## src/rtl/fpu_pkg.sv

```systemverilog
// Shared encodings, constants and the round/pack helper for the binary32 execute unit.
package fpu_pkg;

  localparam logic [5:0] OP_COP1   = 6'b010001;
  localparam logic [4:0] FMT_ARITH = 5'b10000;
  localparam logic [4:0] FMT_MFC1  = 5'b00000;
  localparam logic [4:0] FMT_MTC1  = 5'b00100;

  typedef enum logic [5:0] {
    FN_ADD = 6'b000000,
    FN_SUB = 6'b000001,
    FN_MUL = 6'b000010,
    FN_ABS = 6'b000101,
    FN_NEG = 6'b000111
  } funct_e;

  localparam int EXC_OVF = 0;
  localparam int EXC_UNF = 1;
  localparam int EXC_INV = 2;
  localparam int EXC_UNS = 3;

  localparam logic [31:0] QNAN = 32'h7FC0_0000;
  localparam logic [31:0] PINF = 32'h7F80_0000;
  localparam logic [31:0] NINF = 32'hFF80_0000;

  typedef struct packed {
    logic        sign;
    logic [7:0]  exp;
    logic [22:0] man;
  } fp32_t;

  typedef struct packed {
    logic [3:0]  exc;
    logic [31:0] word;
  } fp_res_t;

  // Round-to-nearest-even on a normalised 24-bit significand (leading one at
  // bit 23), then pack with overflow-to-inf and flush-to-zero on underflow.
  function automatic fp_res_t fp_round_pack(input logic              s,
                                            input logic signed [10:0] e,
                                            input logic [23:0]        m,
                                            input logic               g,
                                            input logic               st);
    fp_res_t           r;
    logic [24:0]       mr;
    logic signed [10:0] er;
    r  = '0;
    mr = {1'b0, m} + {24'b0, g & (st | m[0])};
    er = e;
    if (mr[24]) begin
      mr = mr >> 1;
      er = e + 11'sd1;
    end
    if (er >= 11'sd255) begin
      r.word         = s ? NINF : PINF;
      r.exc[EXC_OVF] = 1'b1;
    end else if (er <= 11'sd0) begin
      r.word         = {s, 31'b0};
      r.exc[EXC_UNF] = 1'b1;
    end else begin
      r.word = {s, er[7:0], mr[22:0]};
    end
    return r;
  endfunction

endpackage

```

## src/rtl/fpu_cmp.sv

```systemverilog
// Combinational equality / greater-than compare of two binary32 words.
module fpu_cmp
  import fpu_pkg::*;
(
  input  logic [31:0] a,
  input  logic [31:0] b,
  output logic        feq,
  output logic        fgt
);

  logic               a_nan, b_nan, a_zero, b_zero;
  logic [30:0]        mag_a, mag_b;
  logic signed [31:0] key_a, key_b;

  // Map each operand to a signed key so a plain signed compare gives numeric
  // order; every exponent-0 value collapses to key 0 so -0 == +0.
  always_comb begin
    a_nan  = (a[30:23] == 8'hFF) && (a[22:0] != 23'd0);
    b_nan  = (b[30:23] == 8'hFF) && (b[22:0] != 23'd0);
    a_zero = (a[30:23] == 8'h00);
    b_zero = (b[30:23] == 8'h00);
    mag_a  = a_zero ? 31'd0 : a[30:0];
    mag_b  = b_zero ? 31'd0 : b[30:0];
    key_a  = a[31] ? (32'sd0 - $signed({1'b0, mag_a})) : $signed({1'b0, mag_a});
    key_b  = b[31] ? (32'sd0 - $signed({1'b0, mag_b})) : $signed({1'b0, mag_b});
    feq    = !a_nan && !b_nan && ((a == b) || (a_zero && b_zero));
    fgt    = !a_nan && !b_nan && (key_a > key_b);
  end

endmodule

```

## src/rtl/fpu_unit.sv

```systemverilog
// COP1 single-precision execute unit: add/sub/mul/abs/neg, moves and compares,
// all presented one cycle after the inputs.
module fpu_unit
  import fpu_pkg::*;
(
  input  logic        clk,
  input  logic        rstn,
  input  logic        in_valid,
  input  logic [5:0]  op,
  input  logic [4:0]  fmt,
  input  logic [5:0]  funct,
  input  logic [31:0] fs,
  input  logic [31:0] ft,
  output logic        out_valid,
  output logic [31:0] result,
  output logic [3:0]  exception,
  output logic        feq,
  output logic        fgt
);

  fp32_t a, b;
  assign a = fs;
  assign b = ft;

  logic a_zero, b_zero, a_spec, b_spec;
  assign a_zero = (a.exp == 8'h00);
  assign b_zero = (b.exp == 8'h00);
  assign a_spec = (a.exp == 8'hFF);
  assign b_spec = (b.exp == 8'hFF);

  function automatic logic [5:0] lzc52(input logic [51:0] v);
    logic [5:0] n;
    logic       found;
    n     = '0;
    found = 1'b0;
    for (int i = 51; i >= 0; i--) begin
      if (!found && v[i]) begin
        n     = 6'(51 - i);
        found = 1'b1;
      end
    end
    return n;
  endfunction

  fp_res_t            add_res;
  logic               bs_eff, swap, big_s, sm_s;
  logic [7:0]         big_e, sm_e, d;
  logic [4:0]         dc;
  logic [23:0]        big_m, sm_m;
  logic [50:0]        big_x, sm_x;
  logic [51:0]        sum, norm;
  logic [5:0]         lz;
  logic signed [10:0] e_add;

  // Add/sub: align the smaller magnitude with 27 spare bits so every shift that
  // can still matter is exact, then normalise and round once.
  always_comb begin
    add_res = '0;
    bs_eff  = b.sign ^ (funct == FN_SUB);
    swap    = 1'b0;
    big_s   = 1'b0;
    sm_s    = 1'b0;
    big_e   = '0;
    sm_e    = '0;
    big_m   = '0;
    sm_m    = '0;
    d       = '0;
    dc      = '0;
    big_x   = '0;
    sm_x    = '0;
    sum     = '0;
    norm    = '0;
    lz      = '0;
    e_add   = '0;
    if (a_spec || b_spec) begin
      add_res.word         = QNAN;
      add_res.exc[EXC_INV] = 1'b1;
    end else if (a_zero && b_zero) begin
      add_res.word = 32'h0000_0000;
    end else if (a_zero) begin
      add_res.word = {bs_eff, b.exp, b.man};
    end else if (b_zero) begin
      add_res.word = fs;
    end else begin
      swap  = {b.exp, b.man} > {a.exp, a.man};
      big_s = swap ? bs_eff : a.sign;
      sm_s  = swap ? a.sign : bs_eff;
      big_e = swap ? b.exp : a.exp;
      sm_e  = swap ? a.exp : b.exp;
      big_m = swap ? {1'b1, b.man} : {1'b1, a.man};
      sm_m  = swap ? {1'b1, a.man} : {1'b1, b.man};
      d     = big_e - sm_e;
      dc    = (d > 8'd27) ? 5'd27 : d[4:0];
      big_x = {big_m, 27'b0};
      sm_x  = {sm_m, 27'b0} >> dc;
      if (big_s == sm_s) sum = {1'b0, big_x} + {1'b0, sm_x};
      else               sum = {1'b0, big_x} - {1'b0, sm_x};
      if (sum == 52'd0) begin
        add_res.word = 32'h0000_0000;
      end else begin
        lz      = lzc52(sum);
        norm    = sum << lz;
        e_add   = $signed({3'b000, big_e}) + 11'sd1 - $signed({5'b00000, lz});
        add_res = fp_round_pack(big_s, e_add, norm[51:28], norm[27], |norm[26:0]);
      end
    end
  end

  fp_res_t            mul_res;
  logic               mul_s;
  logic [47:0]        prod;
  logic signed [10:0] e_mul;

  // Multiply: 24x24 significand product, one-bit normalise, shared rounding.
  always_comb begin
    mul_res = '0;
    mul_s   = a.sign ^ b.sign;
    prod    = '0;
    e_mul   = '0;
    if (a_spec || b_spec) begin
      mul_res.word         = QNAN;
      mul_res.exc[EXC_INV] = 1'b1;
    end else if (a_zero || b_zero) begin
      mul_res.word = {mul_s, 31'b0};
    end else begin
      prod  = 48'({1'b1, a.man}) * 48'({1'b1, b.man});
      e_mul = $signed({3'b000, a.exp}) + $signed({3'b000, b.exp}) - 11'sd127;
      if (prod[47])
        mul_res = fp_round_pack(mul_s, e_mul + 11'sd1, prod[47:24], prod[23], |prod[22:0]);
      else
        mul_res = fp_round_pack(mul_s, e_mul, prod[46:23], prod[22], |prod[21:0]);
    end
  end

  logic [31:0] nxt_result;
  logic [3:0]  nxt_exc;

  // Instruction decode selects which datapath result is registered.
  always_comb begin
    nxt_result = '0;
    nxt_exc    = '0;
    if (op == OP_COP1) begin
      if (fmt == FMT_ARITH) begin
        case (funct_e'(funct))
          FN_ADD, FN_SUB: begin
            nxt_result = add_res.word;
            nxt_exc    = add_res.exc;
          end
          FN_MUL: begin
            nxt_result = mul_res.word;
            nxt_exc    = mul_res.exc;
          end
          FN_ABS: nxt_result = {1'b0, fs[30:0]};
          FN_NEG: nxt_result = {~fs[31], fs[30:0]};
          default: nxt_exc[EXC_UNS] = 1'b1;
        endcase
      end else if (fmt == FMT_MFC1 || fmt == FMT_MTC1) begin
        nxt_result = ft;
      end
    end
  end

  logic cmp_eq, cmp_gt;

  fpu_cmp u_cmp (
    .a   (fs),
    .b   (ft),
    .feq (cmp_eq),
    .fgt (cmp_gt)
  );

  // Output register; reset takes priority over any issued op.
  always_ff @(posedge clk) begin
    if (!rstn) begin
      out_valid <= 1'b0;
      result    <= '0;
      exception <= '0;
      feq       <= 1'b0;
      fgt       <= 1'b0;
    end else begin
      out_valid <= in_valid;
      result    <= nxt_result;
      exception <= nxt_exc;
      feq       <= cmp_eq;
      fgt       <= cmp_gt;
    end
  end

endmodule

```

## config.mk

```make
export PLATFORM = sky130hd
export DESIGN_NAME = fpu_unit
export DESIGN_NICKNAME = d
export VERILOG_FILES = /design/src/rtl/fpu_pkg.sv /design/src/rtl/fpu_cmp.sv /design/src/rtl/fpu_unit.sv
export SDC_FILE = /design/constraint.sdc
export NUM_CORES = 2
export LEC_CHECK = 0
export CAP_MARGIN = 20
export CORE_MARGIN = 3
export CORE_UTILIZATION = 45
export DETAILED_ROUTE_END_ITERATION = 8
export PLACE_DENSITY_LB_ADDON = 0.1
export SLEW_MARGIN = 10
export SYNTH_ARGS = -nofsm -noshare
export SYNTH_HDL_FRONTEND = slang
export SYNTH_SLANG_ARGS = --single-unit
export TNS_END_PERCENT = 5
```

## constraint.sdc

```tcl
create_clock -name clk -period 44.9 [get_ports clk]
set_input_delay 4.49 -clock clk [delete_from_list [all_inputs] [get_ports clk]]
set_output_delay 4.49 -clock clk [all_outputs]
set_load 0.005 [all_outputs]
```

# Word level (Yosys, flattened, before mapping)
# Index checks and enable logic that the tools add are counted.
[totals]
inputBits = 84
output_inout_bits = 39
register_bits = 39
wordCells = 616
[op_classes]
order_cmp = 9
mul = 1
n_eq_ne = 11
bitwise = 9
n_reduce_logical = 128
muxes = 436
shift = 2
n_addsub = 15
[ops]
columns = ["op", "count"]
rows = [
  ["two-way mux 32 bit", 16],
  ["two-way mux 6 bit", 55],
  ["two-way mux 1 bit", 322],
  ["two-way mux 52 bit", 5],
  ["two-way mux 31 bit", 5],
  ["two-way mux 11 bit", 14],
  ["case mux 32 bit (4 select lines)", 1],
  ["two-way mux 23 bit", 5],
  ["adder 24 x 1 -> 25 bit", 3],
  ["subtractor 1 x 31 -> 32 bit, first input constant", 2],
  ["logical AND 1 bit", 57],
  ["zero test 1 bit", 53],
  ["adder 51 x 51 -> 52 bit", 1],
  ["zero test 52 bit", 1],
  ["<< shifter 52 x 6 -> 52 bit", 1],
  ["subtractor 51 x 51 -> 52 bit", 1],
  [">> shifter 51 x 5 -> 51 bit", 1],
  ["multiplier 24 x 24 -> 48 bit", 1],
  ["nonzero test 23 bit", 2],
  ["two-way mux 34 bit", 1],
  [">= comparator 11 x 9 -> 1 bit, second input constant", 3],
  ["less-or-equal comparator 11 x 1 -> 1 bit, second input constant", 3],
  ["== test 32 bit", 1],
  ["greater-than comparator 32 bit", 1],
  ["other kinds (36)", 56],
]

# Logic depth before layout (Yosys ltp)
[depth]
word_depth = 447
depth_mapped = 84
ltp_nobuf = 67

# Modules after synthesis
# From an unflattened synthesis, not the netlist that was laid out.
[hier_totals]
hier_cells = 5703
hier_area_um2 = 41655.0
[by_module_without_submodules]
columns = ["mod", "cells_per_inst", "n_inst", "area_per_inst_um2", "seq_area_each_um2"]
rows = [
  ["fpu_unit", 5264, 1, 38713.4, 780.7],
  ["fpu_cmp", 439, 1, 2941.6, 0.0],
]

# Worst setup path before layout
# OpenSTA, ideal clock, no wires.
[synth_timing]
path_kind = "input -> register"
startpoint = "in fs[24]"
endpoint = "reg result[13]"
stages = 78
setup_time_ns = 0.086
setup_slack_ns = 24.797
path_buffers = 16
required_time_ns = 44.814
t_arrival_ns = 20.017
cell_sequence = "clkbuf_1 clkinv_1 ha_1 nand4b_1 nor4_4 o31ai_1 nand2_2 o21a_1 buf_2 buf_2 buf_2 clkbuf_1 clkbuf_1 a21oi_1 ha_1 nand2_1 nand2_1 a21o_1 [... 42 more ...] buf_2 buf_1 ha_1 ha_1 fa_1 a21o_1 a21oi_1 xnor2_1 nand3_1 nor2_1 inv_1 nor3_1 mux2_2 or4_1 or2_1 buf_2 or4_4 a221oi_2"
[synth_lines]
columns = ["item", "line_no", "source"]
rows = [
  ["start: declaration", "fpu_unit.sv:12", "input logic [31:0] fs,"],
  ["end signal: assignment", "fpu_unit.sv:182", "result <= nxt_result;"],
  ["end: declaration", "fpu_unit.sv:15", "output logic [31:0] result,"],
]

==> impl_results.md <==
- GR Overflow Total: 0
- Placement Cell Area: between 40000 and 50000 µm²
- CTS Buf Count: 5
- Post-CTS Setup Inserts: 0
- Mapped Cells: 5598
- Drt drc: 0
- Starting Density: 45.52%
- Core Area: 91800 µm²
- Arr. time, crit path: roughly 22 ns
- Nets@finish: 6401
- Routed vias/inst: approximately 6.3
- Fmax: 44.93 MHz
- Final-report max-slew violation count: 0
- Final setup violating endpoints: 0
- Synth top area share: a little under a quarter
- Synth warn: 0
- Initial antenna violation count: 3
- Maxcap violations: 0
- Least-Margin Pin Slew: approximately 1.2 ns
- Clock Tree Buf Depth: 2
- H-tree levels: 2
- Drt first pass iters: 9
- Clock tree from TritonCTS: done
- Status: completed
- Final min period: 22.26 ns
- Share of cells above drive strength 1: 5.794%
- Row count: 111
- First-pass GRT wire length: between 200000 and 300000 µm
- CTS sink count: 39
- Synthesized area per cell: 7.464 µm²
- Total Wirelength: 170400 µm
- Synthesized net count: 6512
- DP Cell Count: 6720
- Synth Cell Area: 41780 µm²
- Crit end category: flip-flop
- Number of I/O pins: 123
- Chip Height: 310.7 µm
- Largest net degree at the start of global routing: 71
- Buffers on Ports: 122
- Fillcell total: 9499
- Startpoint Class: input pin
- Tot GR Track Use: 34.45%
- Area leader, netlist: fa_1
- Async SR Flop Fraction: 0%
- Synth-to-Final Area Change: 5.381%
- Root Driver: clkbuf_16
- Synth area leaders: fa_1, ha_1, nand2_1
- Yosys reg bits: 39
- Gpl congestion: between 0.9 and 1
- Detailed placer's ending HPWL: between 100000 and 150000 µm
- CTS Hold Bufs: 0
- Tcrit/Tclk final: 49.57%
- Crit Path Category: input pin to flip-flop
- Antenna Violating Nets Remaining: 0
- Rel. slew slack: about 17%
- Slowest library cell on the worst path: a21boi_4
- Critical Path Fanout Max: between 50 and 60
- Post-synth EDFFs: 0
- Sequential area share after synthesis: approximately 1.9%
- Layout Cells excl Fill: 6734
- Final instance area: 44030 µm²
- Final Util: 47.96%
- Critical path's largest stage delay: 0.80 ns
- Critical path's most frequent cell: a21oi_1
- DIE AREA: 96540 µm²
- Routed len/inst: 25.31 µm
- DRT iter0 DRCs: 4923
- Hold Fails Final Rpt: 0
- Vias: approximately 43000
- Synth Flop Type: dfxtp_1
- Chip width: 310.7 µm
- Clk slew on worst S/H paths: approximately 0.060 ns
- Synth cell types: approximately 130
- Worst hold path class: input pin to flip-flop
- Crit path required time: 45.09 ns
- RSZ-0062 raised after global routing: no
- PostCTS Resize Cnt: 0
- TNS Setup: 0 ns
- Vias in the first global route: between 40000 and 50000
[through the flow]
step           worst slack, ns  hold WS (ns)
2_1_floorplan            24.80         4.612
3_3_place_gp             23.16         5.013
3_5_place_dp             22.80         5.024
4_1_cts                  23.05         4.734
5_1_grt                  21.62         4.767
6_report                 22.64         4.774
[kinds of logic after synthesis]
kind of cell	Yosys count	synth area share, %
buffers and inverters	1051	10.13
xor gates and xnor gates	211	4.423
muxes	240	6.100
adders and majority gates	830	33.57
and+or+nand+nor	1952	22.93
AOI/OAI and AO/OA	1275	20.98
DFF	39	1.869
[critical path: cells and delay by family]
kind	cells	cell delay (ns)
compound gates	29	6.38
fa+ha+maj	5	1.59
buf+inv	5	2.32
mux	6	1.84
simple gates	19	5.65
[layout by cell type (no fill, tap or decap), types with 16 or more instances in the layout]
master,n
nand2_1,705
inv_1,689
fa_1,485
nor2_1,392
ha_1,345
a21oi_1,267
o21ai_0,238
and2_1,207
mux2i_1,177
nor3_1,148
xnor2_1,145
clkdlybuf4s50_1,114
nand3_1,109
buf_4,108
o211ai_1,78
xor2_1,64
a21o_1,63
a211oi_1,60
a31oi_1,60
nand4_1,58
nand2b_1,45
o31ai_1,45
and3_1,44
o22ai_1,43
mux2_2,40
or3_1,39
dfxtp_1,39
nor4_1,35
o21bai_1,34
a22oi_1,31
nor2b_1,28
or2_2,27
o221ai_1,25
a221oi_1,24
o21ai_1,23
a211o_1,22
or4_1,19
o21a_1,18
a311oi_1,16
[cell usage after synthesis (58+ instances only)]
master    instances
a211oi_1         60
o211ai_1         78
nor3_1          148
nand3_1         109
xor2_1           65
xnor2_1         146
fa_1            485
nand2_1         705
a21oi_1         268
nor2_1          392
ha_1            345
mux2i_1         177
and2_1          207
clkbuf_1        249
a31oi_1          60
a21o_1           63
inv_1           689
o21ai_0         238
nand4_1          58
[final cells by class]
class | instances | area, µm² | area share [%]
inverters | 700 | 2635 | 5.984
clock inverters | 3 | 71.32 | 0.1620
multi-input cells | 4508 | 36850 | 83.68
diodes | 3 | 7.507 | 0.01705
repair buffers | 233 | 2009 | 4.564
well taps | 1243 | 1555 | 3.532
flip-flops and latches | 39 | 780.7 | 1.773
clock buffers | 5 | 125.1 | 0.2842
[registers in the layout, indices dropped and copies added (netlist names)]
register	count
out_valid	1
exception	4
feq	1
fgt	1
result	32
[layer usage]
metal | GRT usage (%) | wire length, µm | up-vias
li1 | - | - | 18990
met5 | 0 | 0 | -
met3 | 5.907 | 16590 | 338
met2 | 52.97 | 73490 | 2228
met4 | 11.95 | 7152 | 0
met1 | 48.74 | 73200 | 21016
[path summary, 6_finish.rpt]
check,startpoint,end,cells after the start
worst max-delay path,fs[24],result[16]$_SDFF_PN0_,64
worst min-delay path,ft[16],result[16]$_SDFF_PN0_,3
Power is left out: the tool's default activity adds up to more than one toggle a clock period on the data nets, which glitch-free logic cannot reach.
